$ cat src/rtl/ats21_pkg.sv
`default_nettype none
// ============================================================================
//  Module      : ats21_pkg
//  Description : Shared opcodes, ctrlA field layout and stat codes for ATS21.
//  Revision    : 1.0 - initial release
// ============================================================================
package ats21_pkg;

    localparam int c_def_num_alarms  = 24;
    localparam int c_def_num_clocks  = 16;
    localparam int c_def_clock_width = 16;

    typedef enum logic [2:0] {
        OP_NOP      = 3'd0,
        OP_CLK_EN   = 3'd1,
        OP_CLK_DIS  = 3'd2,
        OP_CLK_LOAD = 3'd3,
        OP_ALM_SET  = 3'd4,
        OP_ALM_DIS  = 3'd5,
        OP_ALM_CLR  = 3'd6,
        OP_CR_WRITE = 3'd7
    } ats21_op_e;

    localparam int c_ctrla_op_lsb    = 13;
    localparam int c_ctrla_clock_lsb = 9;
    localparam int c_ctrla_alarm_lsb = 4;
    localparam int c_ctrla_loop_bit  = 3;

    // STAT_NONE is also what a timed-out command reports
    localparam logic [1:0] c_stat_none = 2'b00;
    localparam logic [1:0] c_stat_ok   = 2'b01;
    localparam logic [1:0] c_stat_err  = 2'b10;
    localparam logic [1:0] c_stat_rsvd = 2'b11;

    function automatic logic [15:0] encode_ctrla(
        input logic [2:0] op,
        input logic [3:0] clock,
        input logic [4:0] alarm,
        input logic       loop
    );
        logic [15:0] w_word;
        w_word                           = '0;
        w_word[c_ctrla_op_lsb    +: 3]   = op;
        w_word[c_ctrla_clock_lsb +: 4]   = clock;
        w_word[c_ctrla_alarm_lsb +: 5]   = alarm;
        w_word[c_ctrla_loop_bit]         = loop;
        return w_word;
    endfunction

endpackage
`default_nettype wire

$ cat src/rtl/ats21_alarm_monitor.sv
`default_nettype none
// ============================================================================
//  Module      : ats21_alarm_monitor
//  Description : Rising-edge capture of alarm-finished bits into sticky flags.
//  Revision    : 1.0 - initial release
// ============================================================================
module ats21_alarm_monitor
    import ats21_pkg::*;
#(
    parameter int NUM_ALARMS = c_def_num_alarms
) (
    input  logic                  clk,
    input  logic                  reset,
    input  logic [NUM_ALARMS-1:0] data,
    input  logic [NUM_ALARMS-1:0] alarm_clear,
    output logic [NUM_ALARMS-1:0] alarm_pending,
    output logic                  alarm_irq
);

    logic [NUM_ALARMS-1:0] r_data_q;
    logic [NUM_ALARMS-1:0] r_pending;
    logic                  r_irq;
    logic [NUM_ALARMS-1:0] w_rise;

    assign w_rise = data & ~r_data_q;

    // set has priority over clear on the same bit
    always_ff @(posedge clk) begin
        if (reset) begin
            r_data_q  <= '0;
            r_pending <= '0;
            r_irq     <= 1'b0;
        end else begin
            r_data_q  <= data;
            r_pending <= (r_pending & ~alarm_clear) | w_rise;
            r_irq     <= |r_pending;
        end
    end

    assign alarm_pending = r_pending;
    assign alarm_irq     = r_irq;

endmodule
`default_nettype wire

$ cat src/rtl/ats21_host_if.sv
`default_nettype none
// ============================================================================
//  Module      : ats21_host_if
//  Description : ATS21 initiator - command encode, req/ready handshake with
//                timeout, and alarm-finished monitoring.
//  Revision    : 1.0 - initial release
// ============================================================================
module ats21_host_if
    import ats21_pkg::*;
#(
    parameter int NUM_ALARMS  = c_def_num_alarms,
    parameter int NUM_CLOCKS  = c_def_num_clocks,
    parameter int CLOCK_WIDTH = c_def_clock_width,
    parameter int TIMEOUT     = 64
) (
    input  logic                          clk,
    input  logic                          reset,
    input  logic                          cmd_valid,
    output logic                          cmd_ready,
    input  logic [2:0]                    cmd_op,
    input  logic [$clog2(NUM_CLOCKS)-1:0] cmd_clock,
    input  logic [4:0]                    cmd_alarm,
    input  logic                          cmd_loop,
    input  logic [CLOCK_WIDTH-1:0]        cmd_value,
    output logic                          resp_valid,
    output logic [1:0]                    resp_stat,
    output logic                          resp_timeout,
    output logic                          req,
    output logic [15:0]                   ctrlA,
    output logic [CLOCK_WIDTH-1:0]        ctrlB,
    input  logic                          ready,
    input  logic [1:0]                    stat,
    input  logic [NUM_ALARMS-1:0]         data,
    input  logic [NUM_ALARMS-1:0]         alarm_clear,
    output logic [NUM_ALARMS-1:0]         alarm_pending,
    output logic                          alarm_irq
);

    localparam int                 c_cnt_w    = $clog2(TIMEOUT);
    localparam logic [c_cnt_w-1:0] c_cnt_last = c_cnt_w'(TIMEOUT - 1);

    localparam logic [1:0] c_st_idle  = 2'd0;
    localparam logic [1:0] c_st_issue = 2'd1;
    localparam logic [1:0] c_st_resp  = 2'd2;

    logic [1:0]             r_state;
    logic [1:0]             w_state_nxt;
    logic [c_cnt_w-1:0]     r_wait_cnt;
    logic [15:0]            r_ctrla;
    logic [CLOCK_WIDTH-1:0] r_ctrlb;
    logic [1:0]             r_resp_stat;
    logic                   r_resp_timeout;
    logic                   w_accept;
    logic                   w_ack;
    logic                   w_expire;

    always_comb begin
        w_state_nxt = r_state;
        w_accept    = 1'b0;
        w_ack       = 1'b0;
        w_expire    = 1'b0;
        case (r_state)
            c_st_idle: begin
                if (cmd_valid) begin
                    w_accept    = 1'b1;
                    w_state_nxt = c_st_issue;
                end
            end
            c_st_issue: begin
                // ready on the last allowed cycle still counts as success
                if (ready) begin
                    w_ack       = 1'b1;
                    w_state_nxt = c_st_resp;
                end else if (r_wait_cnt == c_cnt_last) begin
                    w_expire    = 1'b1;
                    w_state_nxt = c_st_resp;
                end
            end
            c_st_resp: w_state_nxt = c_st_idle;
            default:   w_state_nxt = c_st_idle;
        endcase
    end

    always_ff @(posedge clk) begin
        if (reset) begin
            r_state        <= c_st_idle;
            r_wait_cnt     <= '0;
            r_ctrla        <= '0;
            r_ctrlb        <= '0;
            r_resp_stat    <= c_stat_none;
            r_resp_timeout <= 1'b0;
        end else begin
            r_state <= w_state_nxt;
            if (w_accept) begin
                r_ctrla    <= encode_ctrla(cmd_op, 4'(cmd_clock), cmd_alarm, cmd_loop);
                r_ctrlb    <= cmd_value;
                r_wait_cnt <= '0;
            end else if (r_state == c_st_issue) begin
                r_wait_cnt <= r_wait_cnt + 1'b1;
            end
            if (w_ack) begin
                r_resp_stat    <= stat;
                r_resp_timeout <= 1'b0;
            end else if (w_expire) begin
                r_resp_stat    <= c_stat_none;
                r_resp_timeout <= 1'b1;
            end
        end
    end

    assign cmd_ready    = (r_state == c_st_idle);
    assign req          = (r_state == c_st_issue);
    assign resp_valid   = (r_state == c_st_resp);
    assign resp_stat    = r_resp_stat;
    assign resp_timeout = r_resp_timeout;
    assign ctrlA        = r_ctrla;
    assign ctrlB        = r_ctrlb;

    ats21_alarm_monitor #(
        .NUM_ALARMS (NUM_ALARMS)
    ) u_alarm_monitor (
        .clk           (clk),
        .reset         (reset),
        .data          (data),
        .alarm_clear   (alarm_clear),
        .alarm_pending (alarm_pending),
        .alarm_irq     (alarm_irq)
    );

endmodule
`default_nettype wire

$ cat config.mk
export PLATFORM = sky130hd
export DESIGN_NAME = ats21_host_if
export DESIGN_NICKNAME = d
export VERILOG_FILES = /design/src/rtl/ats21_pkg.sv /design/src/rtl/ats21_alarm_monitor.sv /design/src/rtl/ats21_host_if.sv
export SDC_FILE = /design/constraint.sdc
export NUM_CORES = 1
export LEC_CHECK = 0
export BUFFER_PORTS_ARGS = -buffer_cell sky130_fd_sc_hd__buf_2
export CAP_MARGIN = 20
export CORE_MARGIN = 2
export CORE_UTILIZATION = 42
export DETAILED_ROUTE_END_ITERATION = 10
export PLACE_DENSITY = 0.73
export SLEW_MARGIN = 20
export SYNTH_ARGS = -nofsm -noshare
export SYNTH_HDL_FRONTEND = slang
export SYNTH_SLANG_ARGS = --single-unit
$ cat constraint.sdc
create_clock -name clk -period 2.2 [get_ports clk]
set_input_delay 0.22 -clock clk [delete_from_list [all_inputs] [get_ports clk]]
set_output_delay 0.22 -clock clk [all_outputs]
set_load 0.01 [all_outputs]
==> flow_summary.yaml <==
clock_network:
  cts_sinks: 89
  cts_resized: 0
  clkTransAtPathRegs_ns: 0.08
  total_of_hold_buffers_inserted_after_clock_tree_synthesis: 0
  cts_made_buffers: 9
  htree_levels: 3
  clock_path_buffers: 2
  cts_tree: "yes"
  clock_tree_root: "sky130_fd_sc_hd__clkbuf_8"
  clock_insertion_delay_worst_skew_ns: 0.33
  postCtsSetupRepairBufs: 0
critical_path:
  setup.worst_path.start_class: "register"
  critical_path_class: "register to output port"
  arrival_ns: 1.45
  critical_path_peak_fanout: 8
  worstRegToRegCells: 4
  required_ns: 1.98
  worstSetupEndpointType: "output port"
routing:
  detail_route.wirelength.met1_mm: 3.08
  remaining_drc_errors: 0
  detailroute.wirelength.met2_mm: 3.09
  dr.max_layer_used: "met4"
  detailroute.via_count: 2775
  detailedRoute.firstPassIterationCount: 4
  drt_wl_total_mm: 6.96
  dr.first_iter.drc_count: 83
  ant_nets: 0
  detail_routed_via_count_per_cell: 4.73
  drt-wirelength-per-cell_microns: 11.9
  wl_met3_microns: 677
hold_path:
  hp-class: "input pin to register"
  min_delay_path_depth: 2
global_routing:
  grt_pass1_wl_mm: 11.7
  grt_antenna_before_repair: 0
  grt_start_max_net_pins: 53
  first_global_vias: 2694
  globalRoute.totalOverflow: 0
  track_usage_pct: 17.3
place:
  portBuffers: 142
  globalplace.congestion: 0.817
  hpwl_mm: 5.13
  postPlaceCellArea_sq_mm: 0.00393
  placed_cells: 572
  place_ws_ns: 0.819
yosys:
  yosysSeqAreaShare_pct: 56.7
  syn_inst: 345
  postSynthRegisterBits: 89
  yosys_warnings: 0
  area_of_the_mapped_netlist_sq_mm: 0.00314
  synth_cell_types: 33
  ys.flop_type: "sky130_fd_sc_hd__dfxtp_1"
  synthArstFlopShare_pct: 0
  syn_area_per_cell_sq_um: 9.11
  synth-edff-count: 0
sta:
  setup_viol_count_final: 0
  setup-tns-final_ns: 0
  rsz_0062_raised_after_global_routing: "false"
  timing.final.hold_violations: 0
  final_period_minus_worst_setup_slack_ns: 1.67
  worst_slack_ns: 0.532
  min_period_over_period_pct: 75.8
  fin_skew_ns: 0.00762
  maxClockFrequency_mhz: 599
  tightestPinTransition_ns: 0.646
  timing.max_slew.rel_slack_pct: 56.9
  report.final.slew_viol_count: 0
die:
  boundaryPins: 146
  row_count: 31
  core-area_sq_mm: 0.00725
  die_height_microns: 90.5
  die-area_sq_mm: 0.00819
  floorplan.initialDensity_pct: 43.3
  dieWidth_microns: 90.5
final_layout:
  finalNonFillerCells: 587
  design_area_sq_mm: 0.00414
  nNetsFinal: 568
  num_antenna_cells: 0
  fraction_of_final_layout_cells_with_drive_strength_greater_than_1_pct: 33.8
  syn_to_final_growth_pct: 31.8
power:
  static-leakage-power_uw: 0.00189
  power_density_over_cell_area_mw_per_mm2: 800
  internal_power_uw: 2550
  seqPwrFrac_pct: 52.9
  vdd.ir_drop.worst_v: 0.000452
  p_sw_share_pct: 23.0
  pwr-share-comb_pct: 11.5
  total_switching_power_uw: 764
  design_power_total_uw: 3310
  clock_power_share_pct: 35.6
job:
  cap_violations: 0
status:
  run_status: "finished clean"
[metal layers]
layer  up-vias  global-route usage, %
met4         0                   6.54
met2       119                   28.8
met5         -                      0
met1      1241                   20.9
met3        10                   5.51
li1       1405                      -
[worst max-delay path, stage by stage, from the launching register on]
cell	delay [ns]
sky130_fd_sc_hd__dfxtp_1	0.45
sky130_fd_sc_hd__nand2b_2	0.25
sky130_fd_sc_hd__clkinv_1	0.22
sky130_fd_sc_hd__buf_2	0.20
[through the flow]
step,hold WS [ns],util [%]
detailed placement,0.443,54.2
finish,0.108,57.1
global route,0.0965,57.1
floorplan,0.348,-
global placement,0.438,54.2
CTS,0.0895,57.1
[registers in the layout (all words and copies together), names as in the netlist]
| name | flops |
|---|---|
| r_state | 2 |
| u_alarm_monitor.alarm_irq | 1 |
| u_alarm_monitor.alarm_pending | 24 |
| resp_stat | 2 |
| ctrlA | 13 |
| resp_timeout | 1 |
| u_alarm_monitor.r_data_q | 24 |
| r_wait_cnt | 6 |
| ctrlB | 16 |
[path summary, 6_finish.rpt]
| kind | slack (ns) | start | end |
|---|---|---|---|
| worst max-delay path | 0.53 | r_state[1] | req |
| worst min-delay path | 0.11 | data[4] | u_alarm_monitor.r_data_q[4] |
| worst max register to register | 0.80 | r_wait_cnt[0] | r_wait_cnt[4] |
| worst min register to register | 0.45 | ctrlB[8] | ctrlB[8] |
[power by group through the flow]
stage / logic (uW) / clock network, uW / registers, uW
2_1_floorplan: 179 / 0 / 1810
3_3_place_gp: 375 / 0 / 1790
3_5_place_dp: 385 / 0 / 1790
6_report: 380 / 1180 / 1750
5_1_grt: 425 / 1290 / 1770
4_1_cts: 385 / 1220 / 1750
[layout by cell type, fill, tap and decap left out]
cell type / synthesis / final
sky130_fd_sc_hd__clkinv_2: 0 / 1
sky130_fd_sc_hd__o31ai_1: 1 / 1
sky130_fd_sc_hd__o21ai_0: 2 / 2
sky130_fd_sc_hd__xor2_1: 1 / 1
sky130_fd_sc_hd__or4_4: 1 / 1
sky130_fd_sc_hd__a21oi_2: 1 / 1
sky130_fd_sc_hd__and2b_2: 1 / 1
sky130_fd_sc_hd__or3b_1: 1 / 1
sky130_fd_sc_hd__buf_4: 4 / 2
sky130_fd_sc_hd__clkbuf_8: 0 / 10
sky130_fd_sc_hd__xnor2_1: 1 / 1
sky130_fd_sc_hd__or3_2: 2 / 2
sky130_fd_sc_hd__conb_1: 1 / 3
sky130_fd_sc_hd__nor2_1: 5 / 5
sky130_fd_sc_hd__nand3_1: 4 / 4
sky130_fd_sc_hd__and4_1: 1 / 1
sky130_fd_sc_hd__nor4_1: 6 / 6
sky130_fd_sc_hd__nand2b_2: 1 / 1
sky130_fd_sc_hd__bufinv_16: 0 / 2
sky130_fd_sc_hd__nand2_1: 62 / 62
sky130_fd_sc_hd__nor2b_1: 24 / 24
sky130_fd_sc_hd__clkinv_1: 1 / 1
sky130_fd_sc_hd__o211ai_1: 3 / 3
sky130_fd_sc_hd__o21a_1: 2 / 2
sky130_fd_sc_hd__nor3b_2: 0 / 1
sky130_fd_sc_hd__nand3b_1: 2 / 2
sky130_fd_sc_hd__nand4b_1: 1 / 1
sky130_fd_sc_hd__dfxtp_1: 89 / 89
sky130_fd_sc_hd__nand2b_1: 49 / 49
sky130_fd_sc_hd__inv_1: 1 / 1
sky130_fd_sc_hd__ha_1: 1 / 1
sky130_fd_sc_hd__a31oi_1: 1 / 1
sky130_fd_sc_hd__clkbuf_1: 9 / 2
sky130_fd_sc_hd__a21oi_1: 60 / 60
sky130_fd_sc_hd__buf_2: 4 / 142
sky130_fd_sc_hd__buf_12: 0 / 1
[layout make-up]
type / count / area (sq um)
fillers: 659 / 3110
clock inverters: 3 / 65.1
repair buffers: 145 / 746
flip-flops and latches: 89 / 1780
multi-input cells: 237 / 1270
clock buffers: 12 / 145
well taps: 99 / 124
inverters: 2 / 7.51
[cells in the mapped netlist (all sizes together) (3+ instances only)]
master | instances | share of area [%]
nand2 | 62 | 7.4
o211ai | 3 | 0.72
nand3 | 4 | 0.64
a21oi | 61 | 9.8
nor2b | 24 | 4.8
clkbuf | 9 | 1.1
buf | 10 | 1.8
nand2b | 50 | 10
nor2 | 5 | 0.60
dfxtp | 89 | 57
nor4 | 6 | 1.2
[cells by family (layout without fill, tap and decap cells)]
logic type               after synthesis  count (layout)  share of synthesized area [%]
flip-flops                            89              89                           56.7
adder cells (fa/ha/maj)                1               1                          0.398
other                                  1               3                          0.119
XOR/XNOR                               2               2                          0.557
AO/OA/AOI/OAI                         70              70                           11.8
AND/OR/NAND/NOR                      161             161                           27.3
buffers and inverters                 21             162                           3.14
Note: power is estimated with default switching activity, not from simulation.
